### config.mk
export PLATFORM = sky130hd
export DESIGN_NAME = joy_analog_calib
export DESIGN_NICKNAME = d
export VERILOG_FILES = /design/src/rtl/joy_calib_pkg.sv /design/src/rtl/joy_seq_div.sv /design/src/rtl/joy_analog_calib.sv
export SDC_FILE = /design/constraint.sdc
export NUM_CORES = 1
export LEC_CHECK = 0
export BUFFER_PORTS_ARGS = -buffer_cell sky130_fd_sc_hd__buf_2
export CAP_MARGIN = 20
export CORE_MARGIN = 4
export CORE_UTILIZATION = 30
export CTS_CLUSTER_SIZE = 40
export DETAILED_ROUTE_END_ITERATION = 16
export SYNTH_ARGS = -nofsm -noshare
export SYNTH_HDL_FRONTEND = slang
export SYNTH_SLANG_ARGS = --single-unit
### constraint.sdc
create_clock -name clk -period 11.05 [get_ports clk]
set_clock_uncertainty 0.15 [all_clocks]
set_input_delay 2.7625 -clock clk [delete_from_list [all_inputs] [get_ports clk]]
set_output_delay 2.7625 -clock clk [all_outputs]
set_load 0.1 [all_outputs]
### src/rtl/joy_calib_pkg.sv
// Shared constants, FSM state type and per-axis calibration record for joy_analog_calib.
// Latency: n/a (types, constants and a pure saturation helper only).
// Backpressure: n/a.
//
// Contents: JOY_EXT_INIT / JOY_DIV_CYCLES / JOY_NUM_AXES, joy_state_e, axis_cal_t, sat8().
package joy_calib_pkg;

    localparam int JOY_EXT_INIT   = 16;
    localparam int JOY_DIV_CYCLES = 16;
    localparam int JOY_NUM_AXES   = 4;

    typedef enum logic [2:0] {
        ST_IDLE,
        ST_LOAD,
        ST_DIV,
        ST_STORE,
        ST_DONE
    } joy_state_e;

    // Centre plus the largest positive / negative deviation seen so far.
    typedef struct packed {
        logic signed [7:0] c;
        logic        [8:0] pmax;
        logic        [8:0] nmax;
    } axis_cal_t;

    localparam axis_cal_t AXIS_CAL_RST = '{
        c:    8'sh00,
        pmax: 9'(JOY_EXT_INIT),
        nmax: 9'(JOY_EXT_INIT)
    };

    // Clamp a signed quotient into the signed 8-bit output range.
    function automatic logic signed [7:0] sat8(input logic signed [16:0] v);
        if (v > 17'sd127) begin
            return 8'sh7F;
        end else if (v < -17'sd128) begin
            return 8'sh80;
        end else begin
            return v[7:0];
        end
    endfunction

endpackage

### src/rtl/joy_seq_div.sv
// Restoring unsigned divider, 16-bit dividend / 9-bit divisor, one quotient bit per cycle.
// Latency: done_o pulses on the 16th cycle after start_i; quotient_o holds the result from the next cycle.
// Backpressure: none; a new start_i restarts the divider, the caller sequences requests.
//
// Ports: clk, rst (async active-high), start_i, dividend_i[15:0], divisor_i[8:0],
//        done_o, quotient_o[15:0]. Divisor must be non-zero.
module joy_seq_div
    import joy_calib_pkg::*;
(
    input  logic        clk,
    input  logic        rst,
    input  logic        start_i,
    input  logic [15:0] dividend_i,
    input  logic [8:0]  divisor_i,
    output logic        done_o,
    output logic [15:0] quotient_o
);

    localparam logic [3:0] LAST_STEP = 4'(JOY_DIV_CYCLES - 1);

    // q_q starts as the dividend and is shifted left; quotient bits enter at the bottom.
    logic [15:0] q_q;
    logic [8:0]  rem_q;
    logic [8:0]  dvs_q;
    logic [3:0]  cnt_q;
    logic        run_q;

    logic [9:0]  trial;
    logic [8:0]  trial_sub;
    logic        fits;

    always_comb begin
        trial     = {rem_q, q_q[15]};
        fits      = (trial >= {1'b0, dvs_q});
        // When the divisor fits the result is below the divisor, so 9 bits are enough.
        trial_sub = trial[8:0] - dvs_q;
    end

    always_ff @(posedge clk or posedge rst) begin
        if (rst) begin
            q_q   <= '0;
            rem_q <= '0;
            dvs_q <= '0;
            cnt_q <= '0;
            run_q <= 1'b0;
        end else if (start_i) begin
            q_q   <= dividend_i;
            rem_q <= '0;
            dvs_q <= divisor_i;
            cnt_q <= '0;
            run_q <= 1'b1;
        end else if (run_q) begin
            rem_q <= fits ? trial_sub : trial[8:0];
            q_q   <= {q_q[14:0], fits};
            cnt_q <= cnt_q + 4'd1;
            if (cnt_q == LAST_STEP) begin
                run_q <= 1'b0;
            end
        end
    end

    assign done_o     = run_q && (cnt_q == LAST_STEP);
    assign quotient_o = q_q;

endmodule

### src/rtl/joy_analog_calib.sv
// Two-stick analog calibration: centre removal, extent tracking, rescale to signed 8-bit per axis.
// Latency: sample edge at cycle 0 -> busy from cycle 1, valid + new outputs at cycle 73, idle at 74.
// Backpressure: none; sample edges while busy are dropped, not queued.
//
// Ports: clk, reset (async active-high), sample (edge-detected start), recal (pulse),
//        joya_in0/joya_in1 {Y,X} raw signed bytes, joya_out0/joya_out1 {Y,X} calibrated,
//        valid (1-cycle pulse on output update), busy.
// Build option: JOY_CALIB_SMOOTH_EN enables a first-order output filter (y += (out - y) >>> 2).
module joy_analog_calib
    import joy_calib_pkg::*;
(
    input  logic        clk,
    input  logic        reset,
    input  logic        sample,
    input  logic        recal,
    input  logic [15:0] joya_in0,
    input  logic [15:0] joya_in1,
    output logic [15:0] joya_out0,
    output logic [15:0] joya_out1,
    output logic        valid,
    output logic        busy
);

    joy_state_e        state_q, state_d;
    logic              sample_q;
    logic              recal_pend_q;
    logic              recal_run_q;
    logic [1:0]        axis_q;
    logic              neg_q;
    logic [7:0]        raw_q [JOY_NUM_AXES];
    axis_cal_t         cal_q [JOY_NUM_AXES];
    logic signed [7:0] y_q   [JOY_NUM_AXES];
    logic [15:0]       out0_q, out1_q;

    logic              accept;
    logic              div_done;
    logic [15:0]       div_quot;

    // LOAD-stage signals
    axis_cal_t         cur_cal, new_cal;
    logic signed [9:0] raw_ext, c_ext, dev;
    logic [8:0]        dev_mag;
    logic [15:0]       dividend;
    logic [8:0]        divisor;
    logic              neg_d;

    // STORE-stage signals
    logic signed [16:0] q_ext, res_signed;
    logic signed [7:0]  res8, y_new;
`ifdef JOY_CALIB_SMOOTH_EN
    logic signed [7:0]  y_cur, fstep;
    logic signed [9:0]  fdiff;
`endif

    assign accept = (state_q == ST_IDLE) && sample && !sample_q;

    // Deviation, extent update and divider operands for the axis being loaded.
    always_comb begin
        cur_cal = cal_q[axis_q];
        raw_ext = {{2{raw_q[axis_q][7]}}, raw_q[axis_q]};
        c_ext   = {{2{cur_cal.c[7]}}, cur_cal.c};
        dev     = raw_ext - c_ext;
        dev_mag = dev[9] ? (~dev[8:0] + 9'd1) : dev[8:0];
        neg_d   = dev[9];
        new_cal = cur_cal;
        if (!dev[9] && (dev_mag > cur_cal.pmax)) begin
            new_cal.pmax = dev_mag;
        end
        if (dev[9] && (dev_mag > cur_cal.nmax)) begin
            new_cal.nmax = dev_mag;
        end
        // Scaling uses the freshly updated extent, so |result| never exceeds full range.
        dividend = neg_d ? {dev_mag, 7'b0} : (16'(dev_mag) * 16'd127);
        divisor  = neg_d ? new_cal.nmax : new_cal.pmax;
        if (recal_run_q) begin
            // Recalibration: current position becomes centre; divide 0 keeps timing identical.
            new_cal.c    = raw_q[axis_q];
            new_cal.pmax = 9'(JOY_EXT_INIT);
            new_cal.nmax = 9'(JOY_EXT_INIT);
            dividend     = '0;
            divisor      = 9'(JOY_EXT_INIT);
            neg_d        = 1'b0;
        end
    end

    // Signed, saturated result and optional smoothing for the axis being stored.
    always_comb begin
        q_ext      = {1'b0, div_quot};
        res_signed = neg_q ? -q_ext : q_ext;
        res8       = sat8(res_signed);
`ifdef JOY_CALIB_SMOOTH_EN
        y_cur = y_q[axis_q];
        fdiff = {{2{res8[7]}}, res8} - {{2{y_cur[7]}}, y_cur};
        // |step| <= 64, so the shifted value always fits in 8 bits.
        fstep = 8'(fdiff >>> 2);
        y_new = y_cur + fstep;
`else
        y_new = res8;
`endif
        if (recal_run_q) begin
            y_new = 8'sh00;
        end
    end

    always_comb begin
        state_d = state_q;
        case (state_q)
            ST_IDLE:  if (accept) state_d = ST_LOAD;
            ST_LOAD:  state_d = ST_DIV;
            ST_DIV:   if (div_done) state_d = ST_STORE;
            ST_STORE: state_d = (axis_q == 2'(JOY_NUM_AXES - 1)) ? ST_DONE : ST_LOAD;
            ST_DONE:  state_d = ST_IDLE;
            default:  state_d = ST_IDLE;
        endcase
    end

    always_ff @(posedge clk or posedge reset) begin
        if (reset) begin
            state_q      <= ST_IDLE;
            sample_q     <= 1'b0;
            recal_pend_q <= 1'b0;
            recal_run_q  <= 1'b0;
            axis_q       <= '0;
            neg_q        <= 1'b0;
            out0_q       <= '0;
            out1_q       <= '0;
            for (int i = 0; i < JOY_NUM_AXES; i++) begin
                raw_q[i] <= '0;
                cal_q[i] <= AXIS_CAL_RST;
                y_q[i]   <= 8'sh00;
            end
        end else begin
            state_q  <= state_d;
            sample_q <= sample;

            if (accept) begin
                raw_q[0]     <= joya_in0[7:0];
                raw_q[1]     <= joya_in0[15:8];
                raw_q[2]     <= joya_in1[7:0];
                raw_q[3]     <= joya_in1[15:8];
                // A recal in the same cycle as the accepted edge applies to this sample.
                recal_run_q  <= recal_pend_q | recal;
                recal_pend_q <= 1'b0;
                axis_q       <= '0;
            end else if (recal) begin
                recal_pend_q <= 1'b1;
            end

            if (state_q == ST_LOAD) begin
                cal_q[axis_q] <= new_cal;
                neg_q         <= neg_d;
            end

            if (state_q == ST_STORE) begin
                y_q[axis_q] <= y_new;
                axis_q      <= axis_q + 2'd1;
                // Last axis: publish all four together so they appear with valid.
                if (axis_q == 2'(JOY_NUM_AXES - 1)) begin
                    out0_q <= {y_q[1], y_q[0]};
                    out1_q <= {y_new, y_q[2]};
                end
            end
        end
    end

    joy_seq_div u_div (
        .clk        (clk),
        .rst        (reset),
        .start_i    (state_q == ST_LOAD),
        .dividend_i (dividend),
        .divisor_i  (divisor),
        .done_o     (div_done),
        .quotient_o (div_quot)
    );

    assign joya_out0 = out0_q;
    assign joya_out1 = out1_q;
    assign valid     = (state_q == ST_DONE);
    assign busy      = (state_q != ST_IDLE);

endmodule
# [Word-level counts from Yosys, hierarchy flattened]
# Cells that the tools add are included.
[op_classes] addsub=6 mul=1 magnitude_cmp=7 eq_ne=8 mux=43 bitwise=3 reduce_logical=15
[op_table] op="104-bit bitwise mux" n=1
[op_table] op="26-bit two-way mux" n=4
[op_table] op="9-bit two-way mux" n=8
[op_table] op="16-bit two-way mux" n=4
[op_table] op="26-bit binary-select mux with 2-bit select" n=1
[op_table] op="26-bit demux with 2-bit select" n=1
[op_table] op="8-bit two-way mux" n=6
[op_table] op="32-bit bitwise mux" n=1
[op_table] op="9-bit > comparator" n=2
[op_table] op="17-bit by 8-bit > comparator with 1-bit output, second input constant" n=1
[op_table] op="17-bit by 8-bit < comparator with 1-bit output, second input constant" n=1
[op_table] op="17-bit two-way mux" n=1
[op_table] op="16-bit negation with 17-bit output" n=1
[op_table] op="8-bit binary-select mux with 2-bit select" n=1
[op_table] op="8-bit demux with 2-bit select" n=1
[op_table] op="9-bit by 7-bit multiplier with 16-bit output, second input constant" n=1
[op_table] op="3-bit one-hot mux with 4 select lines" n=1
[op_table] op="10-bit by 9-bit greater-or-equal comparator with 1-bit output" n=1
[op_table] op="9-bit by 1-bit adder with 9-bit output, second input constant" n=1
[op_table] op="3-bit two-way mux" n=3
[op_table] op="9-bit inverter" n=1
[op_table] op="8-bit by 8-bit subtractor with 9-bit output" n=1
[op_table] op="9-bit subtractor" n=1
[op_table] op="4-bit two-way mux" n=2
[op_table] op="20 further kinds" n=37
[totals] register_bits=248 in_bits=36 output_inout_bits=34 elab_cells=116

# [Depth between registers and ports, before layout]
# Gate-level depths: netlist of the first run.
[depth] word_depth=13 mapped_depth=31 depth_no_buf=27

# [Hierarchy]
# From an unflattened synthesis of the first run, not the netlist that was laid out.
[hier_totals] cells_unflattened=1385 area_unflattened_um2=14187.4
[modules_own_cells] module="joy_analog_calib" instances=1 cells_per_inst=1158 area_each_um2=12014.0 seq_area_each_um2=5039.8
[modules_own_cells] module="joy_seq_div" instances=1 cells_per_inst=227 area_each_um2=2173.3 seq_area_each_um2=975.9

# [Worst setup path before layout of the first run]
# No wires, ideal clock.
[synth_timing] path_kind="reg2reg" startpoint="register axis_q[0]" endpoint="register u_div.q_q[15], in the netlist u_div.quotient_o[15]" setup_ns=0.062 arrival_ns=8.004 t_required_ns=10.838 setup_slack_ns=2.834 stages_incl_launch_ff=26 path_buffers=3 synth_period_minus_slack_ns=8.216 cell_sequence="dfrtp_1 -> clkbuf_1 -> buf_1 -> mux4_2 -> ha_1 -> fa_1 -> nand2b_1 -> a21oi_2 -> o31a_2 -> buf_1 -> nor2_1 -> xnor2_1 -> fa_1 -> inv_1 -> fa_1 -> fa_1 -> fa_1 -> inv_1 -> ha_1 -> a2111oi_0 -> o41ai_1 -> a21oi_1 -> nor3_1 -> or4_1 -> a31oi_1 -> or2_2"
[synth_between] elab_chain_cells=12 elab_cells_between_ends=15 cone_classes="2 x add/sub; 1 x mul; 10 x mux; 2 x bitwise"
[synth_lines] element="start: declaration" line_no="joy_analog_calib.sv:28" text="logic [1:0] axis_q;"
[synth_lines] element="start signal: assignment" line_no="joy_analog_calib.sv:156" text="axis_q <= axis_q + 2'd1;"
[synth_lines] element="2-bit inverter with 3-bit output (not written as such) (*)" line_no="joy_analog_calib.sv:59, joy_analog_calib.sv:60"
[synth_lines] element="8-bit binary-select mux with 2-bit select or 26-bit binary-select mux with 2-bit select (tied branches)" line_no="joy_analog_calib.sv:60, joy_analog_calib.sv:59"
[synth_lines] element="8-bit two-way mux (not written as such) or 26-bit two-way mux (tied branches) (2 in series)" line_no="joy_analog_calib.sv:60, joy_analog_calib.sv:59"
[synth_lines] element="8-bit by 8-bit subtractor with 9-bit output (*)" line_no="joy_analog_calib.sv:62" text="dev = raw_ext - c_ext;"
[synth_lines] element="9-bit inverter" line_no="joy_analog_calib.sv:63" text="dev_mag = dev[9] ? (~dev[8:0] + 9'd1) : dev[8:0];"
[synth_lines] element="9-bit by 1-bit adder with 9-bit output" line_no="joy_analog_calib.sv:63"
[synth_lines] element="9-bit two-way mux" line_no="joy_analog_calib.sv:63"
[synth_lines] element="9-bit by 7-bit multiplier with 16-bit output" line_no="joy_analog_calib.sv:73" text="dividend = neg_d ? {dev_mag, 7'b0} : (16'(dev_mag) * 16'd127);"
[synth_lines] element="16-bit two-way mux (*)" line_no="joy_analog_calib.sv:73"
[synth_lines] element="16-bit two-way mux (*)" line_no="joy_analog_calib.sv:75" text="if (recal_run_q) begin"
[synth_lines] element="16-bit two-way mux (*)" line_no="joy_seq_div.sv:46" text="end else if (start_i) begin"
[synth_lines] element="end signal: assignment" line_no="joy_seq_div.sv:47" text="q_q <= dividend_i;"
[synth_lines] element="end signal: assignment" line_no="joy_seq_div.sv:54" text="q_q <= {q_q[14:0], fits};"
[synth_lines] element="end: declaration" line_no="joy_seq_div.sv:22" text="logic [15:0] q_q;"
# Mark *: on every way between the ends. The rest lies on a longest branch, timed or not. The select of a mux whose other input is x is not followed.
# A chain may end at the register's enable or synchronous reset.

# [Final worst setup path of the first run]
# Ends and elaborated chain as after synthesis.

==> results of run 1 <==
[state kept, by name, summed over array words and instances (netlist names), 3 cells and up]
signal / flops
u_div.dvs_q: 9
u_div.rem_q: 9
joya_out0: 16
y_q: 24
u_div.quotient_o: 16
cal_q: 104
raw_q: 32
joya_out1: 16
state_q: 3
u_div.cnt_q: 4
[placed cells by master, fill, tap and decap left out, types with 25 or more instances in the layout]
master / synthesis / layout
buf_2: 1 / 69
mux2_2: 31 / 31
nor2_1: 59 / 58
o31ai_1: 27 / 27
mux4_2: 31 / 31
o21ai_0: 131 / 131
dfrtp_1: 232 / 229
clkbuf_16: 0 / 25
ha_1: 78 / 78
xnor2_1: 38 / 38
mux2i_1: 41 / 41
nand2_1: 278 / 278
a21oi_1: 42 / 42
inv_1: 92 / 91
[logic make-up (layout without fill, tap and decap cells)]
| group | count (synthesis) | in the layout | synth area share |
|---|---|---|---|
| and+or+nand+nor | 439 | 439 | 0.135 |
| AOI/OAI and AO/OA | 319 | 319 | 0.148 |
| DFF | 240 | 240 | 0.426 |
| buffers and inverters | 163 | 221 | 0.0442 |
| muxes | 107 | 107 | 0.109 |
| adders and majority gates | 97 | 97 | 0.0955 |
| xor gates and xnor gates | 60 | 60 | 0.0413 |
| other | 0 | 1 | 0 |
[critical path, stage by stage (launching register included)]
cell,delay (ns)
dfrtp_2,0.82
buf_4,0.40
mux4_2,0.57
inv_1,0.08
ha_1,0.18
fa_1,0.24
nand2b_1,0.16
a21oi_2,0.10
o31ai_4,0.55
o21ai_0,0.22
xnor2_1,0.71
inv_1,0.34
xnor2_1,0.41
xnor2_1,0.19
fa_1,0.58
fa_1,0.44
fa_1,0.51
inv_1,0.04
ha_1,0.31
a2111oi_0,0.52
o41ai_1,0.25
a21oi_1,0.19
nor3_1,0.09
or4_1,0.47
a31oi_1,0.16
or2_2,0.12
[layer usage]
layer	up-vias	routed length [µm]
li1	5047	-
met1	5039	16400
met2	222	15900
met3	60	1430
met4	0	789
met5	-	0
[per-stage QoR]
stage / area [µm²] / hold WS [ns] / util
6_report: 15800 / 0.313 / 0.340
3_5_place_dp: 15100 / 0.306 / 0.324
3_3_place_gp: 15100 / 0.299 / 0.324
2_1_floorplan: 14100 / 0.288 / -
4_1_cts: 15800 / 0.316 / 0.340
5_1_grt: 15800 / 0.341 / 0.340
[worst max-delay path by stage]
stage | end | start | slack (ns)
floorplan | axis_q[0] | reset | 1.56
global placement | u_div.quotient_o[15] | axis_q[0] | 2.35
detailed placement | u_div.quotient_o[15] | axis_q[0] | 2.10
CTS | u_div.quotient_o[15] | axis_q[0] | 2.09
global route | u_div.quotient_o[15] | axis_q[0] | 1.56
finish | u_div.quotient_o[15] | axis_q[0] | 2.17
[area by class of cell]
type                       instances  area, µm²  area share
antenna                            1       2.50    0.000158
clock buffer                      37        701      0.0442
timing repair buffer              82        443      0.0280
clock inverter                     8       77.6     0.00490
multi-input combinational       1022       7480       0.472
tap                              607        759      0.0479
sequential                       240       6020       0.380
inverter                          94        363      0.0229
==> tab_implementation.tex, run 1 <==
\begin{tabular}{lr}
\hline
Metric & Value \\
\hline
\multicolumn{2}{l}{\textbf{Outcome}} \\
\quad Outcome & finished clean \\
\multicolumn{2}{l}{\textbf{Setup path}} \\
\quad Depth of the most critical reg-to-reg path & 25 \\
\quad Nature of the critical path endpoint & flop \\
\quad Startpoint-to-endpoint class of the critical path & flop to flop \\
\quad Critical register-to-register path endpoint & u\_div.quotient\_o[15] \\
\quad Arrival time at the worst endpoint & 9.22 ns \\
\quad Startpoint class of the critical path & flop \\
\quad Start of the worst register-to-register path & axis\_q[0] \\
\quad Peak fanout along the critical path & 24 \\
\quad Required time of the critical path & 11.39 ns \\
\quad Reg2Reg Setup Slack & $\sim$2.2 ns \\
\multicolumn{2}{l}{\textbf{Logic synthesis}} \\
\quad Part of the Yosys area used for sequential elements & 0.426 \\
\quad Number of distinct standard cells referenced by the synthesized netlist & 81 \\
\quad Average size of a mapped cell & 9.90 µm² \\
\quad Number of nets produced by synthesis & 1,557 \\
\quad Share of synthesized flip-flops with an asynchronous set or reset & 1.00 \\
\quad Syn Inst Count & 1,425 \\
\quad Cell area after technology mapping & 14,100 µm² \\
\quad Post-synth top cells & nand2\_1, dfrtp\_1, o21ai\_0 \\
\quad Synthesis Warnings & 0 \\
\quad Area share of the largest cell type after synthesis & 0.411 \\
\quad Flip-flop and latch count after synthesis & 240 \\
\quad Cell with the most instances after synthesis & nand2\_1 \\
\quad EDFF count, synth & 0 \\
\quad Largest area contributor in the netlist & dfrtp\_1 \\
\quad Leading post-synthesis cells by cell area & dfrtp\_1, nand2\_1, ha\_1 \\
\quad Most used flip-flop cell after synthesis & dfrtp\_1 \\
\multicolumn{2}{l}{\textbf{Clocking}} \\
\quad Clock latency on the worst-skew pair & approximately 0.54 ns \\
\quad Master cell of the clock root buffer & clkbuf\_16 \\
\quad Number of cells upsized or downsized after cts & 0 \\
\quad Post-CTS setup buffer count & 0 \\
\quad Clock-pin transition on the worst setup and hold timing paths & approximately 0.070 ns \\
\quad Post-CTS Hold Buffers & 0 \\
\quad Num Clock Sinks & between 200 and 250 \\
\quad Max H-tree Level & 1 \\
\quad TritonCTS clock tree & built \\
\quad Bufs on Longest Clock Path & 3 \\
\quad Num CTS Buffers & 25 \\
\multicolumn{2}{l}{\textbf{Finish}} \\
\quad Fillers & 4,725 \\
\quad Final cell count without fillers & $\sim$2,100 \\
\quad Share of final-layout standard cells stronger than drive strength 1 & 0.162 \\
\quad Area added between synthesis and finish & 12.3\% \\
\quad Number of nets in the final layout & 1,597 \\
\multicolumn{2}{l}{\textbf{Floorplanning}} \\
\quad Initial core utilization & 0.303 \\
\quad Ports & 70 \\
\quad Die Outline Area & 50,600 µm² \\
\quad Number of placement rows & between 70 and 80 \\
\quad Die height & 225 µm \\
\quad Overall die width & 225 µm \\
\quad Area of the core region & 46,600 µm² \\
\multicolumn{2}{l}{\textbf{GRT}} \\
\quad Vias in the first global route & approximately 10,000 \\
\quad Initial antenna violation count & 1 \\
\quad Met1 usage in global routing & 0.189 \\
\quad Global-route wire length before repair & 56,700 µm \\
\quad Global route total overflow & 0 \\
\quad Met2 Resource Use GR & 0.221 \\
\quad Peak-usage layer in the global routing report & met2 \\
\quad Largest net degree at the start of global routing & 140 \\
\quad Overall Global Routing Usage & 0.135 \\
\quad Met3 Use GR & 0.0201 \\
\multicolumn{2}{l}{\textbf{Timing}} \\
\quad Post-route worst setup slack & 2.17 ns \\
\quad Final Hold Fails & 0 \\
\quad Final total negative setup slack & 0 ns \\
\quad Max frequency & roughly 0.11 GHz \\
\quad Count of endpoints failing setup in the final report & 0 \\
\quad Time the worst path needs with I/O delays and setup & 8.88 ns \\
\quad Worst slew margin relative to its limit & 0.338 \\
\quad RSZ-0062 raised after global routing & no \\
\quad Transition time at the pin with the least slew margin & 0.994 ns \\
\quad Period Utilization, post-route & 0.804 \\
\quad Final Max Slew Viols & 0 \\
\multicolumn{2}{l}{\textbf{Job}} \\
\quad Number of maximum-capacitance violations & 0 \\
\multicolumn{2}{l}{\textbf{Min path}} \\
\quad Hold Crit Endpoint & cal\_q[82] \\
\quad Depth of the worst hold-timing path & 2 \\
\quad Worst hold start & cal\_q[82] \\
\quad Path category of the worst min-delay check & flop to flop \\
\multicolumn{2}{l}{\textbf{Placed design}} \\
\quad Worst slack at placement & 2.10 ns \\
\quad DP HPWL & 24,700 µm \\
\quad Number of buffer cells added on primary ports & 69 \\
\quad GP Congestion & 0.876 \\
\quad Cells after DPL & 2,045 \\
\multicolumn{2}{l}{\textbf{Route}} \\
\quad Avg WL per Cell & between 15 and 20 µm \\
\quad Via density per instance & 4.96 \\
\quad Final routed DRC violation total & 0 \\
\quad Starting DRC count in detailed routing & 715 \\
\quad Final routed wirelength across all metal layers & about 35,000 µm \\
\quad Total vias in the final route & 10,400 \\
\quad Length of the first detailed-routing pass in iterations & 5 \\
\quad Antenna Nets Post-Route & 0 \\
\hline
\end{tabular}
Power of run 1 is left out: the tool's default activity adds up to more than one toggle a clock period on the data nets, which glitch-free logic cannot reach.
==> run 2: changes to the inputs <==
Clock period 11.05 ns to 9.05 ns, I/O delays scaled along.
==> run 2 against run 1 <==
Sequential cell count unchanged. Via count increased by 1.4%. Die area unchanged. Non-clock buffer count grew 7. Critical path depth fell by 1. Core utilization increased by 0.27 points. Hold slack got worse by 0.0012 ns.
==> tab_implementation.tex, run 2 (same netlist as run 1, synthesis figures left out) <==
\begin{tabular}{lr}
\hline
Metric & Value \\
\hline
\multicolumn{2}{l}{\textbf{Timing}} \\
\quad Final Max Slew Viols & 0 \\
\quad Max frequency & around 0.12 GHz \\
\quad Count of endpoints failing setup in the final report & 0 \\
\quad Transition time at the pin with the least slew margin & 0.959 ns \\
\quad Worst slew margin relative to its limit & 0.361 \\
\quad Final Hold Fails & 0 \\
\quad RSZ-0062 raised after global routing & no \\
\quad Period Utilization, post-route & 0.889 \\
\quad Worst hold margin & 0.312 ns \\
\quad Final total negative setup slack & 0 ns \\
\quad Time the worst path needs with I/O delays and setup & 8.05 ns \\
\multicolumn{2}{l}{\textbf{Clocking}} \\
\quad Bufs on Longest Clock Path & 3 \\
\quad Number of cells upsized or downsized after cts & 0 \\
\quad Clock-pin transition on the worst setup and hold timing paths & about 0.060 ns \\
\quad Post-CTS Hold Buffers & 0 \\
\quad Num Clock Sinks & 240 \\
\quad Post-CTS setup buffer count & 0 \\
\quad TritonCTS clock tree & built \\
\quad Clock latency on the worst-skew pair & 0.54 ns \\
\quad Master cell of the clock root buffer & clkbuf\_16 \\
\quad Max H-tree Level & 1 \\
\quad Num CTS Buffers & 26 \\
\multicolumn{2}{l}{\textbf{Finish}} \\
\quad Share of final-layout standard cells stronger than drive strength 1 & 0.171 \\
\quad Registers with the most flip-flops & cal\_q: 104 flops, raw\_q: 32 flops, y\_q: 24 flops \\
\quad Most frequent cells in the layout & nand2\_1, dfrtp\_1, o21ai\_0 \\
\quad Number of nets in the final layout & 1,605 \\
\quad Top reg by flops & cal\_q \\
\quad Most common library cell in the layout ignoring fill and taps & nand2\_1 \\
\quad Flip-flop count of the largest register after layout & approximately 100 \\
\quad Number of antenna repair diodes & 0 \\
\quad Post-Layout Inst Area & 16,000 µm² \\
\quad Area added between synthesis and finish & 13.2\% \\
\multicolumn{2}{l}{\textbf{Route}} \\
\quad Antenna Nets Post-Route & 0 \\
\quad Starting DRC count in detailed routing & 533 \\
\quad Via density per instance & around 5 \\
\quad Length of the first detailed-routing pass in iterations & 5 \\
\quad Final routed wirelength across all metal layers & 35,600 µm \\
\quad Total vias in the final route & about 11,000 \\
\quad Final routed DRC violation total & 0 \\
\quad Avg WL per Cell & 17.0 µm \\
\multicolumn{2}{l}{\textbf{Floorplanning}} \\
\quad Die height & 225 µm \\
\quad Die Outline Area & 50,600 µm² \\
\quad Number of placement rows & 79 \\
\quad Initial core utilization & 0.303 \\
\quad Area of the core region & 46,600 µm² \\
\quad Overall die width & roughly 220 µm \\
\quad Ports & 70 \\
\multicolumn{2}{l}{\textbf{Outcome}} \\
\quad Outcome & finished clean \\
\multicolumn{2}{l}{\textbf{Placed design}} \\
\quad GP Congestion & a little over 0.9 \\
\quad DP HPWL & 25,600 µm \\
\quad Number of buffer cells added on primary ports & 69 \\
\quad Area after DPL & $\sim$15,000 µm² \\
\multicolumn{2}{l}{\textbf{Setup path}} \\
\quad Required time of the critical path & 9.38 ns \\
\quad Peak fanout along the critical path & 19 \\
\quad Startpoint-to-endpoint class of the critical path & flop to flop \\
\quad Arrival time at the worst endpoint & 8.37 ns \\
\quad Nature of the critical path endpoint & flop \\
\quad Startpoint class of the critical path & flop \\
\multicolumn{2}{l}{\textbf{Job}} \\
\quad Number of maximum-capacitance violations & 0 \\
\multicolumn{2}{l}{\textbf{Min path}} \\
\quad Path category of the worst min-delay check & flop to flop \\
\multicolumn{2}{l}{\textbf{GRT}} \\
\quad Overall Global Routing Usage & 0.141 \\
\quad Global route total overflow & 0 \\
\quad Largest net degree at the start of global routing & 99 \\
\quad Vias in the first global route & 10,600 \\
\quad Global-route wire length before repair & about 58,000 µm \\
\quad Initial antenna violation count & 0 \\
\hline
\end{tabular}
-- run 2: routing by layer --
metal / share of wire / track usage / vias up
li1: - / - / 5074
met1: 0.47 / 0.199 / 5160
met2: 0.46 / 0.228 / 228
met3: 0.047 / 0.0230 / 51
met4: 0.026 / 0.0366 / 0
met5: 0 / 0 / -
-- run 2: path summary, 6_finish.rpt --
check                                  endpoint  cells past startpoint       from  slack (ns)
max                        u_div.quotient_o[15]                     24  axis_q[0]        1.00
min                                   cal_q[13]                      2  cal_q[13]        0.31
max reg2reg                u_div.quotient_o[15]                     24  axis_q[0]        1.00
min reg2reg                           cal_q[13]                      2  cal_q[13]        0.31
max in group asynchronous          joya_out1[0]                      3      reset        5.60
min in group asynchronous          recal_pend_q                      2      reset        1.68
-- run 2: worst max-delay path, cell delays in order (launching register included) --
cell	delay, ns
dfrtp_2	0.78
mux4_2	0.60
ha_1	0.23
fa_1	0.43
nand2b_1	0.20
a21oi_2	0.28
o31a_2	0.42
a31oi_4	0.09
or2_1	0.28
nand2_2	0.16
inv_4	0.10
xnor2_1	0.34
xnor2_1	0.19
fa_1	0.59
fa_1	0.45
fa_1	0.51
inv_1	0.04
ha_1	0.32
a2111oi_0	0.52
o41ai_1	0.24
a21oi_1	0.19
nor3_1	0.09
or4_1	0.48
a31oi_1	0.16
or2_2	0.12
-- run 2: layout make-up --
class	instances	area (µm²)
inverter	94	363
clock buffer	33	728
timing repair buffer	89	495
sequential	240	6020
tap	607	759
clock inverter	14	128
fill	4717	30600
multi-input combinational	1022	7480
-- run 2: per-stage QoR --
step	utilization	worst slack (ns)	cells
after floorplan	-	0.0626	1425
after global placement	0.325	1.10	2052
after detailed placement	0.325	1.03	2052
after CTS	0.343	0.976	2099
after global routing	0.343	0.464	2099
final	0.343	1.00	2099
Power of run 2 is left out for the same reason.
==> run 3: changes to the inputs <==
Settings changed: CORE_UTILIZATION 30 to 61, CTS_CLUSTER_DIAMETER set to 200, PLACE_DENSITY set to 0.79.
==> run 3 against run 2 <==
Design area down 6.4%. First-iteration DRC count is 19% higher. Non-clock buffer count is 4 lower. Worst setup slack worse by 0.085 ns.
==> tab_implementation.tex, run 3 (same netlist as run 1, synthesis figures left out) <==
\begin{tabular}{lr}
\hline
Metric & Value \\
\hline
\multicolumn{2}{l}{\textbf{Outcome}} \\
\quad Outcome & finished clean \\
\multicolumn{2}{l}{\textbf{Finish}} \\
\quad Share of final-layout standard cells stronger than drive strength 1 & 0.149 \\
\quad Final cell count without fillers & 1,736 \\
\quad Area added between synthesis and finish & 5.97\% \\
\quad Number of nets in the final layout & 1,584 \\
\quad Top reg by flops & cal\_q \\
\quad Registers with the most flip-flops & cal\_q: 104 flops, raw\_q: 32 flops, y\_q: 24 flops \\
\quad Multi-input gate area & 7480 µm² \\
\quad Flip-flop count of the largest register after layout & approximately 100 \\
\quad Number of antenna repair diodes & 0 \\
\quad Fillers & 1,806 \\
\quad Most frequent cells in the layout & nand2\_1, dfrtp\_1, o21ai\_0 \\
\quad Most common library cell in the layout ignoring fill and taps & nand2\_1 \\
\quad Reg area & 6020 µm² \\
\multicolumn{2}{l}{\textbf{Clocking}} \\
\quad Num CTS Buffers & 9 \\
\quad Post-CTS Hold Buffers & 0 \\
\quad Max H-tree Level & 1 \\
\quad Master cell of the clock root buffer & clkbuf\_16 \\
\quad TritonCTS clock tree & built \\
\quad Num Clock Sinks & 240 \\
\quad Number of cells upsized or downsized after cts & 0 \\
\quad Clock latency on the worst-skew pair & 0.49 ns \\
\quad Clock-pin transition on the worst setup and hold timing paths & 0.15 ns \\
\quad Bufs on Longest Clock Path & 3 \\
\quad Post-CTS setup buffer count & 0 \\
\multicolumn{2}{l}{\textbf{Min path}} \\
\quad Hold Crit Endpoint & cal\_q[13] \\
\quad Worst hold start & cal\_q[13] \\
\quad Path category of the worst min-delay check & flop to flop \\
\quad Depth of the worst hold-timing path & 2 \\
\multicolumn{2}{l}{\textbf{Floorplanning}} \\
\quad Area of the core region & $\sim$23,000 µm² \\
\quad Ports & 70 \\
\quad Overall die width & 160 µm \\
\quad Die Outline Area & 25,600 µm² \\
\quad Die height & 160 µm \\
\quad Initial core utilization & 0.621 \\
\quad Number of placement rows & 55 \\
\multicolumn{2}{l}{\textbf{GRT}} \\
\quad Global-route wire length before repair & 53,300 µm \\
\quad Overall Global Routing Usage & 0.249 \\
\quad Vias in the first global route & between 10,000 and 15,000 \\
\quad Global route total overflow & 0 \\
\quad Largest net degree at the start of global routing & about 160 \\
\quad Initial antenna violation count & 0 \\
\multicolumn{2}{l}{\textbf{Setup path}} \\
\quad Arrival time at the worst endpoint & 8.36 ns \\
\quad Startpoint class of the critical path & flop \\
\quad Buffer and inverter count on the worst path & 2 \\
\quad Slowest cell on the critical path & dfrtp\_2 \\
\quad Start of the worst register-to-register path & axis\_q[0] \\
\quad Kind of cell with the highest combined delay on the critical path & adder cells \\
\quad Crit path from & axis\_q[0] \\
\quad Reg2Reg Setup Slack & 0.92 ns \\
\quad Peak fanout along the critical path & 21 \\
\quad Required time of the critical path & 9.28 ns \\
\quad Depth of the most critical reg-to-reg path & 25 \\
\quad Startpoint-to-endpoint class of the critical path & flop to flop \\
\quad CP dominant cell by count & ha\_1 \\
\quad Nature of the critical path endpoint & flop \\
\quad Delay of the slowest cell on the worst path & 0.80 ns \\
\quad Critical register-to-register path endpoint & u\_div.quotient\_o[15] \\
\multicolumn{2}{l}{\textbf{Route}} \\
\quad Starting DRC count in detailed routing & 633 \\
\quad Antenna Nets Post-Route & 0 \\
\quad Final routed DRC violation total & 0 \\
\quad Final routed wirelength across all metal layers & 31,500 µm \\
\quad Total vias in the final route & 10,500 \\
\quad Length of the first detailed-routing pass in iterations & 5 \\
\quad Avg WL per Cell & 18.1 µm \\
\quad Via density per instance & 6.05 \\
\multicolumn{2}{l}{\textbf{Timing}} \\
\quad Final Max Slew Viols & 0 \\
\quad Count of endpoints failing setup in the final report & 0 \\
\quad Final Hold Fails & 0 \\
\quad RSZ-0062 raised after global routing & no \\
\quad Final total negative setup slack & 0 ns \\
\quad Post-route worst setup slack & 0.918 ns \\
\quad Worst slew margin relative to its limit & 0.392 \\
\quad Period Utilization, post-route & 0.899 \\
\quad Time the worst path needs with I/O delays and setup & between 8 and 9 ns \\
\quad Transition time at the pin with the least slew margin & 0.908 ns \\
\quad Max frequency & 0.123 GHz \\
\multicolumn{2}{l}{\textbf{Placed design}} \\
\quad Worst slack at placement & 0.951 ns \\
\quad GP Congestion & 0.954 \\
\quad DP HPWL & 23,200 µm \\
\quad Cells after DPL & 1,724 \\
\quad Number of buffer cells added on primary ports & 69 \\
\multicolumn{2}{l}{\textbf{Job}} \\
\quad Number of maximum-capacitance violations & 0 \\
\hline
\end{tabular}
[run 3: worst reg2reg max path, delay by kind of cell, from the launching register on]
kind,cells,cell delay [ns]
xor gates and xnor gates,3,0.80
AOI/OAI and AO/OA,6,1.87
adders and majority gates,7,2.65
DFF,1,0.80
and+or+nand+nor,6,1.03
muxes,1,0.62
buffers and inverters,2,0.10
[run 3: metal layers]
layer	wire (µm)	part of all wire	vias up	GRT usage
li1	-	-	5012	-
met1	14000	0.44	5157	0.351
met2	15100	0.48	278	0.413
met3	1530	0.049	55	0.0274
met4	826	0.026	0	0.0739
met5	0	0	-	0
[run 3: area by class of cell]
| cell class | instances | share of cell area |
|---|---|---|
| Multi-Input combinational cell | 1022 | 0.500 |
| Sequential cell | 240 | 0.403 |
| Clock buffer | 10 | 0.0153 |
| Inverter | 94 | 0.0243 |
| Timing Repair Buffer | 85 | 0.0338 |
| Tap cell | 285 | 0.0238 |
[run 3: through the flow]
stage / utilization / cell area (µm²) / hold WS [ns]
final: 0.658 / 15000 / 0.318
after global routing: 0.658 / 15000 / 0.343
after CTS: 0.656 / 14900 / 0.320
after detailed placement: 0.646 / 14700 / 0.300
after global placement: 0.646 / 14700 / 0.298
after floorplan: - / 14100 / 0.288
[run 3: worst max-delay path by stage]
stage	depth (start not counted)	slack [ns]	endpoint
after floorplan	1	0.06	axis_q[0]
after global routing	25	0.47	u_div.quotient_o[15]
after global placement	24	1.23	u_div.quotient_o[15]
final	25	0.92	u_div.quotient_o[15]
after detailed placement	24	0.95	u_div.quotient_o[15]
after CTS	24	0.94	u_div.quotient_o[15]
Power of run 3 is left out for the same reason.
